`src/rtl/sram_like_arb.sv`:
```
// sram_like_arb
//   Shares one sram-like memory port between the instruction-fetch requester
//   (inst_*) and the load/store requester (data_*). Accepted transactions are
//   tagged in an ordering FIFO (0 = inst, 1 = data) so in-order responses from
//   memory are steered back to the requester that issued them.
//
// Ports
//   clk, reset                      clock, synchronous active-high reset
//   inst_*/data_* req,wr,size,...   requester address phase (held until addr_ok)
//   inst_*/data_* addr_ok           address phase accepted for that requester
//   inst_*/data_* data_ok, rdata    response for that requester, rdata broadcast
//   mem_* req,wr,size,...           downstream address phase
//   mem_addr_ok, mem_data_ok, mem_rdata   downstream handshake / read data
//   err_unexp                       sticky: response arrived with no id queued
//
// Build option
//   ARB_RR_EN   defined: round-robin on IDLE conflicts; undefined: data wins.
//
// State table
//   ST_IDLE | no pending downstream request, winner chosen each cycle
//   ST_HOLD | request issued but not accepted; grant locked to own_q
module sram_like_arb #(
  parameter int ADDR_W          = 32,
  parameter int DATA_W          = 32,
  parameter int MAX_OUTSTANDING = 4
) (
  input  logic                clk,
  input  logic                reset,

  input  logic                inst_req,
  input  logic                inst_wr,
  input  logic [1:0]          inst_size,
  input  logic [DATA_W/8-1:0] inst_wstrb,
  input  logic [ADDR_W-1:0]   inst_addr,
  input  logic [DATA_W-1:0]   inst_wdata,
  output logic                inst_addr_ok,
  output logic                inst_data_ok,
  output logic [DATA_W-1:0]   inst_rdata,

  input  logic                data_req,
  input  logic                data_wr,
  input  logic [1:0]          data_size,
  input  logic [DATA_W/8-1:0] data_wstrb,
  input  logic [ADDR_W-1:0]   data_addr,
  input  logic [DATA_W-1:0]   data_wdata,
  output logic                data_addr_ok,
  output logic                data_data_ok,
  output logic [DATA_W-1:0]   data_rdata,

  output logic                mem_req,
  output logic                mem_wr,
  output logic [1:0]          mem_size,
  output logic [DATA_W/8-1:0] mem_wstrb,
  output logic [ADDR_W-1:0]   mem_addr,
  output logic [DATA_W-1:0]   mem_wdata,
  input  logic                mem_addr_ok,
  input  logic                mem_data_ok,
  input  logic [DATA_W-1:0]   mem_rdata,

  output logic                err_unexp
);

  localparam int PTR_W = $clog2(MAX_OUTSTANDING);
  localparam int CNT_W = PTR_W + 1;

  typedef enum logic {ST_IDLE = 1'b0, ST_HOLD = 1'b1} state_t;

  state_t            state_q, state_d;
  logic              own_q, own_d;
  logic              fifo_q [MAX_OUTSTANDING];
  logic              fifo_d [MAX_OUTSTANDING];
  logic [PTR_W-1:0]  wr_ptr_q, wr_ptr_d;
  logic [PTR_W-1:0]  rd_ptr_q, rd_ptr_d;
  logic [CNT_W-1:0]  count_q, count_d;
  logic              err_q, err_d;
`ifdef ARB_RR_EN
  // Requester holding priority on the next conflict; always the one not
  // granted by the most recent push.
  logic              rr_ptr_q, rr_ptr_d;
`endif

  logic full, empty, conflict_pick, sel, sel_req, push, pop, head;

  always_comb begin
    full  = (count_q == CNT_W'(MAX_OUTSTANDING));
    empty = (count_q == '0);

`ifdef ARB_RR_EN
    conflict_pick = rr_ptr_q;
`else
    conflict_pick = 1'b1;
`endif

    if (state_q == ST_HOLD)
      sel = own_q;
    else if (inst_req && data_req)
      sel = conflict_pick;
    else
      sel = data_req;

    sel_req = sel ? data_req : inst_req;

    mem_req   = sel_req & ~full & ~reset;
    mem_wr    = sel ? data_wr    : inst_wr;
    mem_size  = sel ? data_size  : inst_size;
    mem_wstrb = sel ? data_wstrb : inst_wstrb;
    mem_addr  = sel ? data_addr  : inst_addr;
    mem_wdata = sel ? data_wdata : inst_wdata;

    push         = mem_req & mem_addr_ok;
    inst_addr_ok = push & ~sel;
    data_addr_ok = push &  sel;

    head         = fifo_q[rd_ptr_q];
    pop          = mem_data_ok & ~empty & ~reset;
    inst_data_ok = pop & ~head;
    data_data_ok = pop &  head;
    inst_rdata   = mem_rdata;
    data_rdata   = mem_rdata;
    err_unexp    = err_q;
  end

  always_comb begin
    state_d = state_q;
    own_d   = own_q;
    case (state_q)
      ST_IDLE: begin
        if (mem_req && !mem_addr_ok) begin
          state_d = ST_HOLD;
          own_d   = sel;
        end
      end
      ST_HOLD: begin
        // A dropped request is a requester protocol violation; release the
        // grant without queuing anything.
        if (!sel_req || push)
          state_d = ST_IDLE;
      end
      default: state_d = ST_IDLE;
    endcase

    fifo_d = fifo_q;
    if (push)
      fifo_d[wr_ptr_q] = sel;
    wr_ptr_d = wr_ptr_q + PTR_W'(push);
    rd_ptr_d = rd_ptr_q + PTR_W'(pop);
    count_d  = count_q + CNT_W'(push) - CNT_W'(pop);

    err_d = err_q | (mem_data_ok & empty);

`ifdef ARB_RR_EN
    rr_ptr_d = push ? ~sel : rr_ptr_q;
`endif
  end

  always_ff @(posedge clk) begin
    if (reset) begin
      state_q  <= ST_IDLE;
      own_q    <= 1'b0;
      fifo_q   <= '{default: 1'b0};
      wr_ptr_q <= '0;
      rd_ptr_q <= '0;
      count_q  <= '0;
      err_q    <= 1'b0;
`ifdef ARB_RR_EN
      rr_ptr_q <= 1'b1;
`endif
    end else begin
      state_q  <= state_d;
      own_q    <= own_d;
      fifo_q   <= fifo_d;
      wr_ptr_q <= wr_ptr_d;
      rd_ptr_q <= rd_ptr_d;
      count_q  <= count_d;
      err_q    <= err_d;
`ifdef ARB_RR_EN
      rr_ptr_q <= rr_ptr_d;
`endif
    end
  end

endmodule
```
`config.mk`:
```
export PLATFORM = sky130hd
export DESIGN_NAME = sram_like_arb
export DESIGN_NICKNAME = d
export VERILOG_FILES = /design/src/rtl/sram_like_arb.sv
export SDC_FILE = /design/constraint.sdc
export NUM_CORES = 1
export LEC_CHECK = 0
export BUFFER_PORTS_ARGS = -buffer_cell sky130_fd_sc_hd__buf_2
export CAP_MARGIN = 20
export CORE_AREA = 2 2 125 127
export CTS_BUF_LIST = sky130_fd_sc_hd__clkbuf_4 sky130_fd_sc_hd__clkbuf_8
export DETAILED_ROUTE_END_ITERATION = 16
export DIE_AREA = 0 0 127 129
export GPL_TIMING_DRIVEN = 0
export PLACE_DENSITY = 0.5
export REMOVE_ABC_BUFFERS = 1
export SYNTH_ARGS = -nofsm -noshare
export SYNTH_HDL_FRONTEND = slang
export SYNTH_SLANG_ARGS = --single-unit
```
`constraint.sdc`:
```
create_clock -name clk -period 7.37 [get_ports clk]
set_clock_uncertainty 0.2 [all_clocks]
set_input_delay 0 -clock clk [delete_from_list [all_inputs] [get_ports clk]]
set_output_delay 0 -clock clk [all_outputs]
set_load 0.01 [all_outputs]
```
==> impl_metrics.json, run 1 <==
{
  "status": "finished, final reports clean",
  "syn_avg_cell_area_um2": 10.4,
  "r2r_slack_ns": 4.65,
  "max_slew_margin_pct": 68.6,
  "place_hpwl_mm": 8.79,
  "syn2layout_area_growth_pct": 56.2,
  "critPathTopFamily": "adder cells",
  "tightestPinTransition_ns": 0.469,
  "fillCellCount": 1637,
  "synth_top_area_cell": "mux2_4",
  "power.leakage_nw": 1.98,
  "maxCapViolCount": 0,
  "ant_nets": 0,
  "ys_top_cells_by_area": "mux2_4 (38%), buf_4 (21%), dfxtp_1 (12%)",
  "r2r_end": "count_q[2]$_SDFF_PP0_",
  "holdPathEnd": "fifo_q[1]$_SDFFE_PP0P_",
  "drtIter0Drc": 113,
  "hp-class": "in2reg",
  "ys.flop_type": "dfxtp_1",
  "ff_latch_area_um2": 280,
  "multiInputGateArea_um2": 1460,
  "cts_resized": 0,
  "ys_types": 29,
  "ios": 321,
  "min_from": "mem_addr_ok",
  "drive_above_1_share_pct": 73.6,
  "worstSetupPathType": "in2reg",
  "grt_max_degree": 22,
  "path_clk_slew_ns": 0.05,
  "totalPowerFinal_mw": 0.468,
  "dp_slack_ns": 4.64,
  "layout_setup_ws_ns": 4.60,
  "ir_worst_vdd_uv": 101,
  "rr_startpoint": "count_q[1]$_SDFF_PP0_",
  "cts_tree": "yes",
  "required_ns": 7.29,
  "synthCells": 222,
  "die_x_um": 127,
  "yosys.area.top_type_share_pct": 37.6,
  "numPortBuffers": 224,
  "wirelength_mm": 10.4,
  "hold_viol": 0,
  "rsz0062_at_grt": "no",
  "slowest_delay_ns": 0.52,
  "ys_seq_elements": 14,
  "cp-start-kind": "input port",
  "critical_path.cell_chain": "dlygate4sd3_1 > buf_2 > a21oi_2 > nand4_1 > ha_1 > inv_1 > ha_1 > fa_1 > xnor2_1 > xnor2_1 > nor2_1",
  "grt_pass1_vias": 2292,
  "die_area_um2": 16400,
  "period_share_pct": 37.6,
  "h-tree-depth": 1,
  "fin_cells": 604,
  "routedWlPerCell_um": 17.2,
  "gp_congestion": 0.669,
  "antennaDiodeCount": 0,
  "grt-ovfl-total": 0,
  "nets": 603,
  "fmax_ghz": 0.361,
  "core_um2": 15000,
  "crit_path_top_delay_cell": "dlygate4sd3_1",
  "cts_sinks": 14,
  "cts.path.max_buffers": 2,
  "cts_inserted_buffers": 3,
  "placed_cells": 564,
  "endpoint_kind": "flop",
  "critPathMaxFanout": 17,
  "drt_pass1_iterations": 4,
  "drc": 0,
  "async_reset_ff_share_pct": 0,
  "min_period_ns": 2.77,
  "place_area_um2": 3210,
  "synth_edf_count": 0,
  "ys_seq_area_share_pct": 12.1,
  "min_path_cells": 5,
  "vias": 2345,
  "cp_num_buf_inv": 3,
  "final_area_um2": 3620,
  "cts-root-buf": "clkbuf_8",
  "via_per_inst": 3.88,
  "slew_violations": 0,
  "groute.usage.overall_pct": 11.0,
  "worstPathArrival_ns": 2.69,
  "clock_latency_ns": 0.24,
  "reg2reg_depth": 10,
  "whs_ns": 0.0106,
  "setup_viol": 0,
  "powerDensity_nw_per_um2": 129,
  "fp.dieH_um": 129,
  "start_util_pct": 15.5,
  "ys_warn_count": 0,
  "rows": 45,
  "grt_pass1_wl_mm": 13.7,
  "postCtsSetupRepairBufs": 0,
  "antenna_found_initial": 0,
  "synthesis.area_um2": 2320
}
[final cells by class]
cell class	instances	area share, %
Multi-Input combinational cell	128	40.2
Tap cell	188	6.49
Sequential cell	14	7.74
Inverter	6	0.622
Clock buffer	3	1.14
Timing Repair Buffer	265	43.8
[where the power goes]
| group | total, mW | leakage (nW) | switching, mW | internal, mW |
|---|---|---|---|---|
| Combinational | 0.309 | 1.84 | 0.141 | 0.169 |
| Clock | 0.0615 | 0.0216 | 0.0253 | 0.0361 |
| Sequential | 0.0968 | 0.114 | 0.00993 | 0.0868 |
[cells by family (layout without fill, tap and decap cells)]
logic type      Yosys count  after routing  share of synthesized area [%]
compound gates            5              5                           1.67
xor+xnor                  4              4                           1.51
fa+ha+maj                 5              5                           3.02
buf+inv                  80            274                           25.6
flops                    14             14                           12.1
mux                      78             78                           47.4
simple gates             36             36                           8.63
[routing by layer]
metal	part of all wire (%)	GRT usage, %	routed length [um]
met3	13	5.86	1320
met4	0.22	1.16	23
met1	44	15.6	4570
met5	0.49	2.35	51
met2	42	15.0	4400
[cell usage after synthesis, types with 2 or more instances]
library cell  count
and3_1            3
buf_4            64
buf_6             7
clkbuf_1          2
dfxtp_1          14
ha_1              4
inv_1             6
mux2_2           13
mux2_4           58
mux2i_1           6
nand2_1           2
nand2b_1          5
nand4_1           5
nor2_1            8
nor2b_1           5
nor3_1            3
nor3b_1           2
xnor2_1           4
[metrics by stage]
step / util (%) / setup TNS (ns)
CTS: 24.2 / 0
global placement: 20.7 / -84.92
global route: 24.2 / 0
floorplan: - / 0
detailed placement: 21.4 / 0
finish: 24.2 / 0
[how the worst max path moves through the flow]
stage                          start                     to  cells after the start
2_1_floorplan     state_q$_SDFF_PP0_            mem_addr[0]                      2
3_3_place_gp      state_q$_SDFF_PP0_           mem_wstrb[2]                      3
3_5_place_dp   count_q[1]$_SDFF_PP0_  count_q[2]$_SDFF_PP0_                     10
4_1_cts                        reset  count_q[2]$_SDFF_PP0_                     11
5_1_grt                        reset  count_q[2]$_SDFF_PP0_                     11
6_report                       reset  count_q[2]$_SDFF_PP0_                     11
[cell usage in the layout, fill, tap and decap left out, drive strengths merged]
cell | Yosys | routed
a21o | 1 | 1
mux2 | 71 | 71
nor3b | 2 | 2
nor2b | 5 | 5
a311oi | 1 | 1
nand2 | 2 | 2
fa | 1 | 1
dfxtp | 14 | 14
mux2i | 6 | 6
mux4 | 1 | 1
or2 | 1 | 1
ha | 4 | 4
and3 | 3 | 3
nand4 | 5 | 5
a21oi | 2 | 2
nor2 | 8 | 8
inv | 6 | 6
buf | 72 | 228
nand3b | 1 | 1
nand2b | 5 | 5
nor3 | 3 | 3
and2 | 1 | 1
clkbuf | 2 | 3
a31o | 1 | 1
dlygate4sd3 | 0 | 37
xnor2 | 4 | 4
[flip-flops by register name (all words and copies together) (netlist names)]
name,cells
fifo_q,4
count_q,3
rd_ptr_q,2
wr_ptr_q,2
err_unexp,1
own_q,1
state_q,1
[worst register-to-register path, cell delays in order (launching register included)]
cell     delay, ns
dfxtp_1       0.38
nor2_1        0.08
a21oi_2       0.36
nand4_1       0.27
ha_1          0.35
inv_1         0.04
ha_1          0.18
fa_1          0.38
xnor2_1       0.18
xnor2_1       0.14
nor2_1        0.05
[repair_timing]
| item | CTS | global route |
|---|---|---|
| hold buffers | 37 | 0 |
| endpoints found under the hold margin | 74 | 0 |
| endpoints found under the setup margin | 0 | 0 |
(Power assumes the default switching activity.)
==> inputs of run 2 (changes only) <==
- CORE_AREA: 2 2 125 127 -> 2 2 124 126
- DIE_AREA: 0 0 127 129 -> 0 0 126 128
- PLACE_DENSITY: 0.5 -> 0.53
- clock period: 7.37 -> 2.3 ns (I/O delays scaled with it)
==> run 2 against run 1 <==
Final area is 3.2% higher. Sequential power increased to 3.4 times the previous value. Clock-buffer cell count unchanged. Critical path type is now reg2reg. Routed wire length is 0.19% higher. The flow now finishes with violations (setup timing). Sequential share of layout area is essentially flat.
==> impl_metrics.json, run 2 (synthesis gave the netlist of run 1 again) <==
{
  "min_period_ns": 2.32,
  "grt_max_degree": 38,
  "intPower_mw": 0.977,
  "rows": 45,
  "critPathMaxFanout": 4,
  "ff_latch_area_um2": 290,
  "totalPowerFinal_mw": 1.57,
  "cts.path.max_buffers": 2,
  "numPortBuffers": 224,
  "combPwrFrac_pct": 66.2,
  "hp-class": "in2reg",
  "core_um2": 14900,
  "hold_viol": 0,
  "clockPowerShare_pct": 12.8,
  "fmax_ghz": 0.431,
  "max_slew_margin_pct": 74.5,
  "power.leakage_nw": 2.03,
  "worstPathArrival_ns": 2.24,
  "required_ns": 2.22,
  "mostFrequentLayoutCell": "buf_2",
  "worstSetupPathType": "reg2reg",
  "syn2layout_area_growth_pct": 61.3,
  "place_area_um2": 3200,
  "ios": 321,
  "tightestPinTransition_ns": 0.381,
  "drt_pass1_iterations": 4,
  "path_clk_slew_ns": 0.06,
  "vias": 2341,
  "violations": "setup timing",
  "layout_setup_ws_ns": -0.0185,
  "die_x_um": 126,
  "rsz0062_at_grt": "yes",
  "cts-root-buf": "clkbuf_8",
  "reg_top3": "fifo_q: 4 flops, count_q: 3 flops",
  "groute.usage.overall_pct": 11.1,
  "multiInputGateArea_um2": 1500,
  "power_frac_seq_pct": 21.0,
  "ir_worst_vdd_uv": 289,
  "antennaDiodeCount": 0,
  "nets": 611,
  "top_register": "fifo_q",
  "ant_nets": 0,
  "finalSetupTns_ns": -0.0185,
  "setup_viol": 1,
  "final_cell_mix": "buf_2 (224), mux2_4 (58), dlygate4sd3_1 (39)",
  "drtIter0Drc": 84,
  "dp_slack_ns": -0.403,
  "whs_ns": 0.0498,
  "fp.dieH_um": 128,
  "cts_sinks": 14,
  "wirelength_mm": 10.4,
  "maxCapViolCount": 0,
  "h-tree-depth": 1,
  "antenna_found_initial": 0,
  "p_sw_mw": 0.594,
  "start_util_pct": 15.6,
  "grt_pass1_vias": 2126,
  "place_hpwl_mm": 8.33,
  "netSwitchingFraction_pct": 37.8,
  "endpoint_kind": "flop",
  "cts_inserted_buffers": 3,
  "largest_reg_flops": 4,
  "drc": 0,
  "slew_violations": 0,
  "cp-start-kind": "flop",
  "period_share_pct": 101,
  "grt_pass1_wl_mm": 13.6,
  "die_area_um2": 16100,
  "fillCellCount": 1606,
  "final_area_um2": 3740,
  "grt-ovfl-total": 0,
  "gp_congestion": 0.725,
  "via_per_inst": 3.83,
  "drive_above_1_share_pct": 75.9,
  "powerDensity_nw_per_um2": 420,
  "status": "complete, but fails checks",
  "clock_latency_ns": 0.24,
  "cts_tree": "yes",
  "routedWlPerCell_um": 17.0
}
==> run 2: critical path: stages (launching register included) <==
cell     delay, ns
dfxtp_4       0.38
nor2_4        0.04
a21oi_4       0.16
nand4_1       0.18
ha_1          0.31
inv_1         0.04
ha_2          0.17
fa_2          0.37
xnor2_2       0.17
xnor2_1       0.13
nor2_1        0.05
==> run 2: cell type report <==
class                           count  share of cell area [%]
Timing Repair Buffer              273                    44.1
Multi-Input combinational cell    128                    40.1
Sequential cell                    14                    7.76
Tap cell                          188                    6.29
Inverter                            6                   0.602
Clock buffer                        3                    1.10
==> run 2: repair_timing <==
action,4_1_cts,5_1_grt
pin swaps,4,7
hold buffers,39,0
gates cloned,0,1
hold endpoints to repair,74,0
resized for setup,7,8
buffers inserted,5,1
endpoints found under the setup margin,39,8
==> run 2: stage by stage <==
stage,utilization (%),cells
final,25.2,612
after global routing,25.2,612
after CTS,24.7,610
after detailed placement,21.5,564
after global placement,20.9,560
after floorplan,-,148
==> run 2: final timing paths <==
path,startpoint,end,slack [ns],depth (start not counted)
worst max-delay path,count_q[1]$_SDFF_PP0_,count_q[2]$_SDFF_PP0_,-0.02,10
worst max register to register,count_q[1]$_SDFF_PP0_,count_q[2]$_SDFF_PP0_,-0.02,10
worst min register to register,fifo_q[0]$_SDFFE_PP0P_,fifo_q[0]$_SDFFE_PP0P_,0.28,2
worst min-delay path,reset,fifo_q[3]$_SDFFE_PP0P_,0.05,3
==> run 2: layer usage <==
metal,routed length (um),GRT usage (%),vias up
met3,1350,4.84,2
met2,4380,15.1,157
met5,0,1.55,-
met1,4620,16.3,1077
met4,34,1.16,0
li1,-,-,1105
==> run 2: power by group through the flow <==
stage | sequential (mW) | clock [mW] | combinational [mW]
after floorplan | 0.310 | 0 | 0.567
after global placement | 0.314 | 0 | 0.926
after detailed placement | 0.316 | 0 | 0.859
after global routing | 0.334 | 0.221 | 1.12
after CTS | 0.319 | 0.209 | 1.00
final | 0.330 | 0.201 | 1.04
